File: src/rtl/div_seq.sv
// div_seq: 32-iteration radix-2 restoring HI/LO divider sequencer for the MIPS EX stage.
// Optional feature macro DIV_ZERO_FAST_EN: a divide by zero finishes in one cycle.
module div_seq #(
    parameter int WIDTH = 32,
    parameter int CNT_W = 5
) (
    input  logic             clk,
    input  logic             rst,
    input  logic             start,
    input  logic             signed_div,
    input  logic [WIDTH-1:0] a,
    input  logic [WIDTH-1:0] b,
    input  logic             annul,
    output logic             stall,
    output logic             ready,
    output logic [WIDTH-1:0] hi,
    output logic [WIDTH-1:0] lo
);

    typedef enum logic [1:0] {
        IDLE = 2'd0,
        RUN  = 2'd1,
        DONE = 2'd2
    } state_t;

    state_t           state_q, state_d;
    logic [CNT_W-1:0] cnt_q, cnt_d;
    logic [WIDTH-1:0] rem_q, rem_d;
    logic [WIDTH-1:0] quo_q, quo_d;
    logic [WIDTH-1:0] dvsr_q, dvsr_d;
    logic [WIDTH-1:0] hi_q, hi_d;
    logic [WIDTH-1:0] lo_q, lo_d;
    logic             quo_neg_q, quo_neg_d;
    logic             rem_neg_q, rem_neg_d;
    logic             bzero_q, bzero_d;
    logic             ready_q, ready_d;

    logic [WIDTH:0]   rem_sh_s;
    logic [WIDTH:0]   trial_s;
    logic [WIDTH-1:0] rem_nx_s;
    logic [WIDTH-1:0] quo_nx_s;
    logic [WIDTH-1:0] abs_a_s;
    logic [WIDTH-1:0] abs_b_s;

    // Next-state, datapath iteration and result formatting
    always_comb begin
        state_d   = state_q;
        cnt_d     = cnt_q;
        rem_d     = rem_q;
        quo_d     = quo_q;
        dvsr_d    = dvsr_q;
        hi_d      = hi_q;
        lo_d      = lo_q;
        quo_neg_d = quo_neg_q;
        rem_neg_d = rem_neg_q;
        bzero_d   = bzero_q;
        ready_d   = 1'b0;

        rem_sh_s = {rem_q, quo_q[WIDTH-1]};
        trial_s  = rem_sh_s - {1'b0, dvsr_q};
        rem_nx_s = trial_s[WIDTH] ? rem_sh_s[WIDTH-1:0] : trial_s[WIDTH-1:0];
        quo_nx_s = {quo_q[WIDTH-2:0], ~trial_s[WIDTH]};
        abs_a_s  = (signed_div & a[WIDTH-1]) ? -a : a;
        abs_b_s  = (signed_div & b[WIDTH-1]) ? -b : b;

        case (state_q)
            IDLE: begin
                if (start & ~annul) begin
                    dvsr_d    = abs_b_s;
                    quo_d     = abs_a_s;
                    rem_d     = {WIDTH{1'b0}};
                    cnt_d     = {CNT_W{1'b0}};
                    quo_neg_d = signed_div & (a[WIDTH-1] ^ b[WIDTH-1]);
                    rem_neg_d = signed_div & a[WIDTH-1];
                    bzero_d   = (b == {WIDTH{1'b0}});
`ifdef DIV_ZERO_FAST_EN
                    if (b == {WIDTH{1'b0}}) begin
                        state_d = DONE;
                        ready_d = 1'b1;
                        hi_d    = a;
                        lo_d    = {WIDTH{1'b1}};
                    end else begin
                        state_d = RUN;
                    end
`else
                    state_d = RUN;
`endif
                end else begin
                    state_d = IDLE;
                end
            end
            RUN: begin
                rem_d = rem_nx_s;
                quo_d = quo_nx_s;
                cnt_d = cnt_q + CNT_W'(1);
                if (cnt_q == {CNT_W{1'b1}}) begin
                    state_d = DONE;
                    ready_d = 1'b1;
                    // With a zero divisor the remainder path reproduces |a|, so the
                    // sign fix-up below returns the raw dividend; only lo is forced.
                    lo_d    = bzero_q ? {WIDTH{1'b1}} : (quo_neg_q ? -quo_nx_s : quo_nx_s);
                    hi_d    = rem_neg_q ? -rem_nx_s : rem_nx_s;
                end else begin
                    state_d = RUN;
                end
            end
            DONE: begin
                state_d = IDLE;
            end
            default: begin
                state_d = IDLE;
            end
        endcase

        if (annul) begin
            state_d = IDLE;
            ready_d = 1'b0;
            hi_d    = hi_q;
            lo_d    = lo_q;
        end else begin
            state_d = state_d;
        end
    end

    // State, datapath and result registers with synchronous reset
    always_ff @(posedge clk) begin
        if (rst) begin
            state_q   <= IDLE;
            cnt_q     <= {CNT_W{1'b0}};
            rem_q     <= {WIDTH{1'b0}};
            quo_q     <= {WIDTH{1'b0}};
            dvsr_q    <= {WIDTH{1'b0}};
            hi_q      <= {WIDTH{1'b0}};
            lo_q      <= {WIDTH{1'b0}};
            quo_neg_q <= 1'b0;
            rem_neg_q <= 1'b0;
            bzero_q   <= 1'b0;
            ready_q   <= 1'b0;
        end else begin
            state_q   <= state_d;
            cnt_q     <= cnt_d;
            rem_q     <= rem_d;
            quo_q     <= quo_d;
            dvsr_q    <= dvsr_d;
            hi_q      <= hi_d;
            lo_q      <= lo_d;
            quo_neg_q <= quo_neg_d;
            rem_neg_q <= rem_neg_d;
            bzero_q   <= bzero_d;
            ready_q   <= ready_d;
        end
    end

    // A flush in the DONE cycle must keep HI/LO from being written
    assign ready = ready_q & ~annul;
    assign stall = (((state_q == IDLE) & start & ~annul) | (state_q == RUN)) & ~rst;
    assign hi    = hi_q;
    assign lo    = lo_q;

endmodule
File: config.mk
export PLATFORM = sky130hd
export DESIGN_NAME = div_seq
export DESIGN_NICKNAME = d
export VERILOG_FILES = /design/src/rtl/div_seq.sv
export SDC_FILE = /design/constraint.sdc
export NUM_CORES = 1
export LEC_CHECK = 0
export ABC_CLOCK_PERIOD_IN_PS = 7100
export BUFFER_PORTS_ARGS = -buffer_cell sky130_fd_sc_hd__buf_2
export CAP_MARGIN = 20
export CORE_AREA = 2 2 163 165
export CTS_BUF_LIST = sky130_fd_sc_hd__clkbuf_8
export DETAILED_ROUTE_END_ITERATION = 8
export DIE_AREA = 0 0 165 167
export GPL_TIMING_DRIVEN = 1
export PLACE_DENSITY = 0.64
export SKIP_CTS_REPAIR_TIMING = 1
export SLEW_MARGIN = 20
export SYNTH_ARGS = -nofsm -noshare
export SYNTH_HDL_FRONTEND = slang
export SYNTH_SLANG_ARGS = --single-unit
File: constraint.sdc
create_clock -name clk -period 7.1 [get_ports clk]
set_input_delay 0.71 -clock clk [delete_from_list [all_inputs] [get_ports clk]]
set_output_delay 0.71 -clock clk [all_outputs]
set_load 0.02 [all_outputs]
* Yosys cells after proc, flatten, opt, wreduce, memory -nomap -nowiden *
Index checks and enable logic that the tools add are counted.

word-level totals
  bits in registers = 171
  output and inout port bits = 66
  word-level logic and storage cells = 58

cells by class
  add/subtract/negate cells = 6
  equality and inequality tests = 3
  mux-type cells = 16
  bitwise gates (word level) = 14
  reductions and logical operators = 8

operators with widths
  cell                                            number
  2-to-1 mux 32 bit                               8
  negation 32 bit                                 4
  one-hot mux 32 bit (2 select lines)             2
  subtractor 33 x 32 -> 33 bit                    1
  zero test 32 bit                                1
  one-hot mux 5 bit (2 select lines)              1
  AND 1 bit                                       8
  adder 5 x 1 -> 5 bit (second input constant)    1
  == test 5 bit (second input constant)           1
  2-to-1 mux 5 bit                                1
  NOT 1 bit                                       4
  one-hot mux 2 bit (2 select lines)              1
  AND reduction 2 bit                             2
  AND reduction 3 bit                             1
  OR reduction 3 bit                              1
  == test 2 x 1 -> 1 bit (second input constant)  1
  zero test 2 bit                                 1
  2-to-1 mux 1 bit                                2
  2-to-1 mux 2 bit                                1
  != test 2 bit (second input constant)           1
  nonzero test 2 bit                              1
  OR reduction 2 bit                              1
  bitwise OR 1 bit                                1
  bitwise XOR 1 bit                               1

* Depth between registers and ports, before layout *
  word-level depth = 5
  mapped depth = 24

* Worst setup path after synthesis *
Ideal clock, no wire load.

  path kind = reg2reg
  start point = register quo_q[31]
  end point = register hi_q[30], in the netlist hi[30]
  arrival = 5.005 ns
  data required time = 6.982 ns
  setup slack = 1.977 ns
  stages on the path, launching flop included = 24
  path buffers = 3
  clock period less this slack = 5.123 ns
  cells stage by stage = dfxtp_1 -> inv_1 -> ha_1 -> fa_1 -> nand2b_1 -> a21boi_1 -> o21ai_2 -> a21bo_1 -> a211oi_4 -> inv_2 -> buf_2 -> clkbuf_1 -> clkbuf_1 -> a21oi_1 -> ha_1 -> nand2_1 -> nor3_1 -> or4b_2 -> inv_1 -> a41oi_1 -> or3_1 -> o31ai_1 -> xor2_1 -> o21ai_1

on the way
  word-level cells in the longest chain between the ends = 4

RTL lines
  item                          line  text
  start, declared               29    logic [WIDTH-1:0] quo_q, quo_d;
  start signal, assigned        131   quo_q <= {WIDTH{1'b0}};
  start signal, assigned        143   quo_q <= quo_d;
  subtractor 33 x 32 -> 33 bit  60    trial_s = rem_sh_s - {1'b0, dvsr_q};
  2-to-1 mux 32 bit *           61    rem_nx_s = trial_s[WIDTH] ? rem_sh_s[WIDTH-1:0] : trial_s[WIDTH-1:0];
  negation 32 bit               102   hi_d = rem_neg_q ? -rem_nx_s : rem_nx_s;
  2-to-1 mux 32 bit *           102
  end signal, assigned          133   hi_q <= {WIDTH{1'b0}};
  end signal, assigned          145   hi_q <= hi_d;
  end, declared                 31    logic [WIDTH-1:0] hi_q, hi_d;

Every way passes the cells marked *; elsewhere a longest branch is shown, timed or not.
A chain may end at the register's enable or synchronous reset.

* Final worst setup path *
  start point = register quo_q[31]
  end point = register hi_q[28], in the netlist hi[28]

Same word-level chain as after synthesis.

==> impl_metrics.csv <==
group,metric,value,unit
outcome,status,"completed",
job,cap_violations,0,
synth,ys_seq_area_frac,0.2991,
grt,grt_max_degree,80,
pwr,irDropWorstVdd,0.1242,mV
route,wirelength,34950,um
placement,gp_congestion,0.8924,
die,core,25760,um^2
pwr,cellLeakagePower,4.861,nW
synth,synthCells,1527,
sta,period_share,0.7735,
die,ios,135,
grt,grt_pass1_vias,10290,
route,vias,11390,
die,die_height,167,um
synth,ys_warn_count,0,
synth,synth_nets,1635,
critical_path,crit_start,"quo_q[31]$_SDFFE_PP0P_",
route,first_pass_iters,6,
sta,worstMarginPinSlew,1013,ps
grt,grt_antenna_before_repair,0,
die,die_area,27560,um^2
finish,layout-drive-gt1-share,0.1328,
cts,clk_latency,470,ps
critical_path,worst_setup_path_end_kind,"flop",
die,die_x,165,um
sta,setup_viol,0,
synth,yosysTopAreaCell,"dfxtp_1",
critical_path,critPathKind,"flop to flop",
sta,rsz0062_at_grt,"no",
route,vias_per_cell,5.850,
placement,numPortBuffers,134,
sta,fin_tns_setup,0,ps
synth,ys_async_sr_fraction,0,
route,drc,0,
pwr,power_density,177.0,nW/um^2
grt,gr-usage-all-layers,0.2535,
sta,period_needed,5492,ps
synth,synth_ff_type,"dfxtp_1",
worst_hold_path,worstHoldPathType,"flop to flop",
cts,cts_tree,"done",
critical_path,cp_max_fo,38,
synth,yosys_register_bits,171,
critical_path,worstSetupStartpointType,"flop",
synth,netlist_top_cells_area,"dfxtp_1, a21oi_1, nor2_1",
route,first_iter_violations,1057,
synth,synth_edf_count,0,
finish,antenna_cells,0,
die,start_util,0.4443,
cts,cts_max_path_buffers,2,
critical_path,required,7430,ps
cts,htree_levels,4,
route,wl_per_cell,17.96,um
sta,fmax,182.1,MHz
critical_path,r2r_cells,21,
sta,fin_worst_skew,18.73,ps
sta,slew_headroom,0.3238,
sta,hold_viol,0,
cts,cts_buffers,17,
critical_path,crit_arrival,5820,ps
finish,fin_nets,1707,
synth,syn_area,11450,um^2
finish,instances_no_fill,1946,
placement,dp_cells,1915,
critical_path,r2r-start,"quo_q[31]$_SDFFE_PP0P_",
synth,synth_cell_type_count,81,
cts,cts.sinks,171,
cts,clk_transition_reported_paths,100,ps
critical_path,worstSetupEndpoint,"hi[28]$_SDFFE_PP0P_",
route,final_antenna_net_count,0,
sta,finalMaxSlewViolations,0,
synth,avgSynthCellArea,7.496,um^2
grt,grt_pass1_wl,55770,um
die,floorplan.rows,59,
cts,clockRootBuffer,"clkbuf_8",
synth,synth.top_cell.area_share,0.2991,
critical_path,timing.rr.end,"hi[28]$_SDFFE_PP0P_",
grt,grt-ovfl-total,0,
placement,dpl.hpwl,26190,um
critical_path,r2r_slack,1610,ps
finish,area_delta_synth_final,10.85,%
-- metal layers --
metal	global-route usage	up-vias	routed length (um)
met5	0	-	0
met3	0.03213	27	2047
li1	-	5629	-
met4	0.05784	0	460
met2	0.3786	349	15130
met1	0.3849	5380	17310
-- flip-flops by register name, indices dropped and copies added, names as in the netlist --
name and flops:
dvsr_q 32, hi 32, lo 32, quo_q 32, rem_q 32, cnt_q 5, state_q 2, bzero_q 1
quo_neg_q 1, ready_q 1, rem_neg_q 1
-- power breakdown --
group | leakage, nW | internal, mW | switching [mW]
logic | 3.26 | 0.173 | 0.308
registers | 1.39 | 0.983 | 0.0250
clock network | 0.213 | 0.356 | 0.401
-- worst max-delay path: stages, from the launching register on --
cell      delay (ps)
dfxtp_1          360
inv_1             60
ha_1             230
fa_1             400
nand2b_1         200
a21boi_1         340
o21ai_2          200
a21oi_1          260
a211oi_4          60
inv_2            500
nor2_1            80
a21oi_1          260
ha_1             270
nand2_1           60
nor3_1           120
or4b_2           670
inv_1            120
a41oi_1          260
or3_1            410
o21ai_0          230
xor2_1           160
a21oi_1           80
-- layout make-up --
| class | count | area (um^2) |
|---|---|---|
| Inverter | 54 | 202.7 |
| Tap cell | 335 | 419.2 |
| Clock inverter | 14 | 181.4 |
| Timing Repair Buffer | 146 | 763.2 |
| Fill cell | 2565 | 13080 |
| Clock buffer | 17 | 234.0 |
| Multi-Input combinational cell | 1209 | 7465 |
| Sequential cell | 171 | 3423 |
-- worst min path at each step --
stage               cells after the start  slack (ps)                 endpoint                    start
detailed placement                      2         440       hi[7]$_SDFFE_PP0P_       hi[7]$_SDFFE_PP0P_
CTS                                     2         460       hi[7]$_SDFFE_PP0P_       hi[7]$_SDFFE_PP0P_
floorplan                               2         430  dvsr_q[20]$_SDFFE_PP0P_  dvsr_q[20]$_SDFFE_PP0P_
finish                                  2         450       hi[7]$_SDFFE_PP0P_       hi[7]$_SDFFE_PP0P_
global placement                        2         440       hi[7]$_SDFFE_PP0P_       hi[7]$_SDFFE_PP0P_
global route                            2         470      hi[11]$_SDFFE_PP0P_      hi[11]$_SDFFE_PP0P_
-- kinds of logic (layout without fill, tap and decap cells) --
kind of cell | count (synthesis) | in the layout | share of synthesized area
adder cells (fa/ha/maj) | 39 | 39 | 0.04329
buffers and inverters | 147 | 231 | 0.05083
flip-flops | 171 | 171 | 0.2991
XOR/XNOR | 130 | 130 | 0.09948
AO/OA/AOI/OAI | 463 | 463 | 0.2634
multiplexers | 20 | 20 | 0.01782
AND/OR/NAND/NOR | 557 | 557 | 0.2261
-- cell usage in the layout (no fill, tap or decap), types with 8 or more instances in the layout --
cell type / Yosys / routed
a21o_1: 10 / 10
ha_1: 38 / 38
o22ai_1: 21 / 21
buf_2: 12 / 133
a31oi_1: 30 / 30
inv_1: 53 / 54
xor2_1: 65 / 65
o41ai_1: 16 / 16
o31ai_1: 26 / 26
nor3_1: 43 / 43
a22oi_1: 30 / 30
nand3_1: 21 / 21
o21a_1: 8 / 8
nand2_1: 179 / 179
nor2b_1: 11 / 10
clkbuf_8: 0 / 17
dfxtp_1: 171 / 171
and2_1: 9 / 9
or3_1: 18 / 18
and3_1: 12 / 12
mux2i_1: 17 / 17
nor4_1: 15 / 15
xnor2_1: 65 / 65
o21ai_0: 70 / 70
o211ai_1: 11 / 11
a211oi_1: 49 / 49
or4_1: 19 / 19
buf_4: 2 / 13
a21oi_1: 138 / 138
nand4_1: 12 / 12
nor2_1: 182 / 181
-- cell usage after synthesis (18+ instances only) --
master,number
a21oi_1,138
xor2_1,65
a31oi_1,30
or4_1,19
nand2_1,179
o22ai_1,21
a22oi_1,30
o21ai_0,70
clkbuf_1,71
a211oi_1,49
dfxtp_1,171
o31ai_1,26
or3_1,18
ha_1,38
nand3_1,21
nor3_1,43
nor2_1,182
inv_1,53
xnor2_1,65
-- per-stage QoR --
step	utilization	hold slack [ps]	setup slack (ps)	total power [mW]	area, um^2
after CTS	0.4925	455.9	1677	2.251	12690
after global placement	0.4764	435.7	1828	1.499	12270
final	0.4925	451.0	1608	2.246	12690
after detailed placement	0.4764	444.8	1722	1.504	12270
after floorplan	-	431.9	1977	1.364	11450
after global routing	0.4925	475.0	1160	2.350	12690
Note: power is estimated with default switching activity, not from simulation.
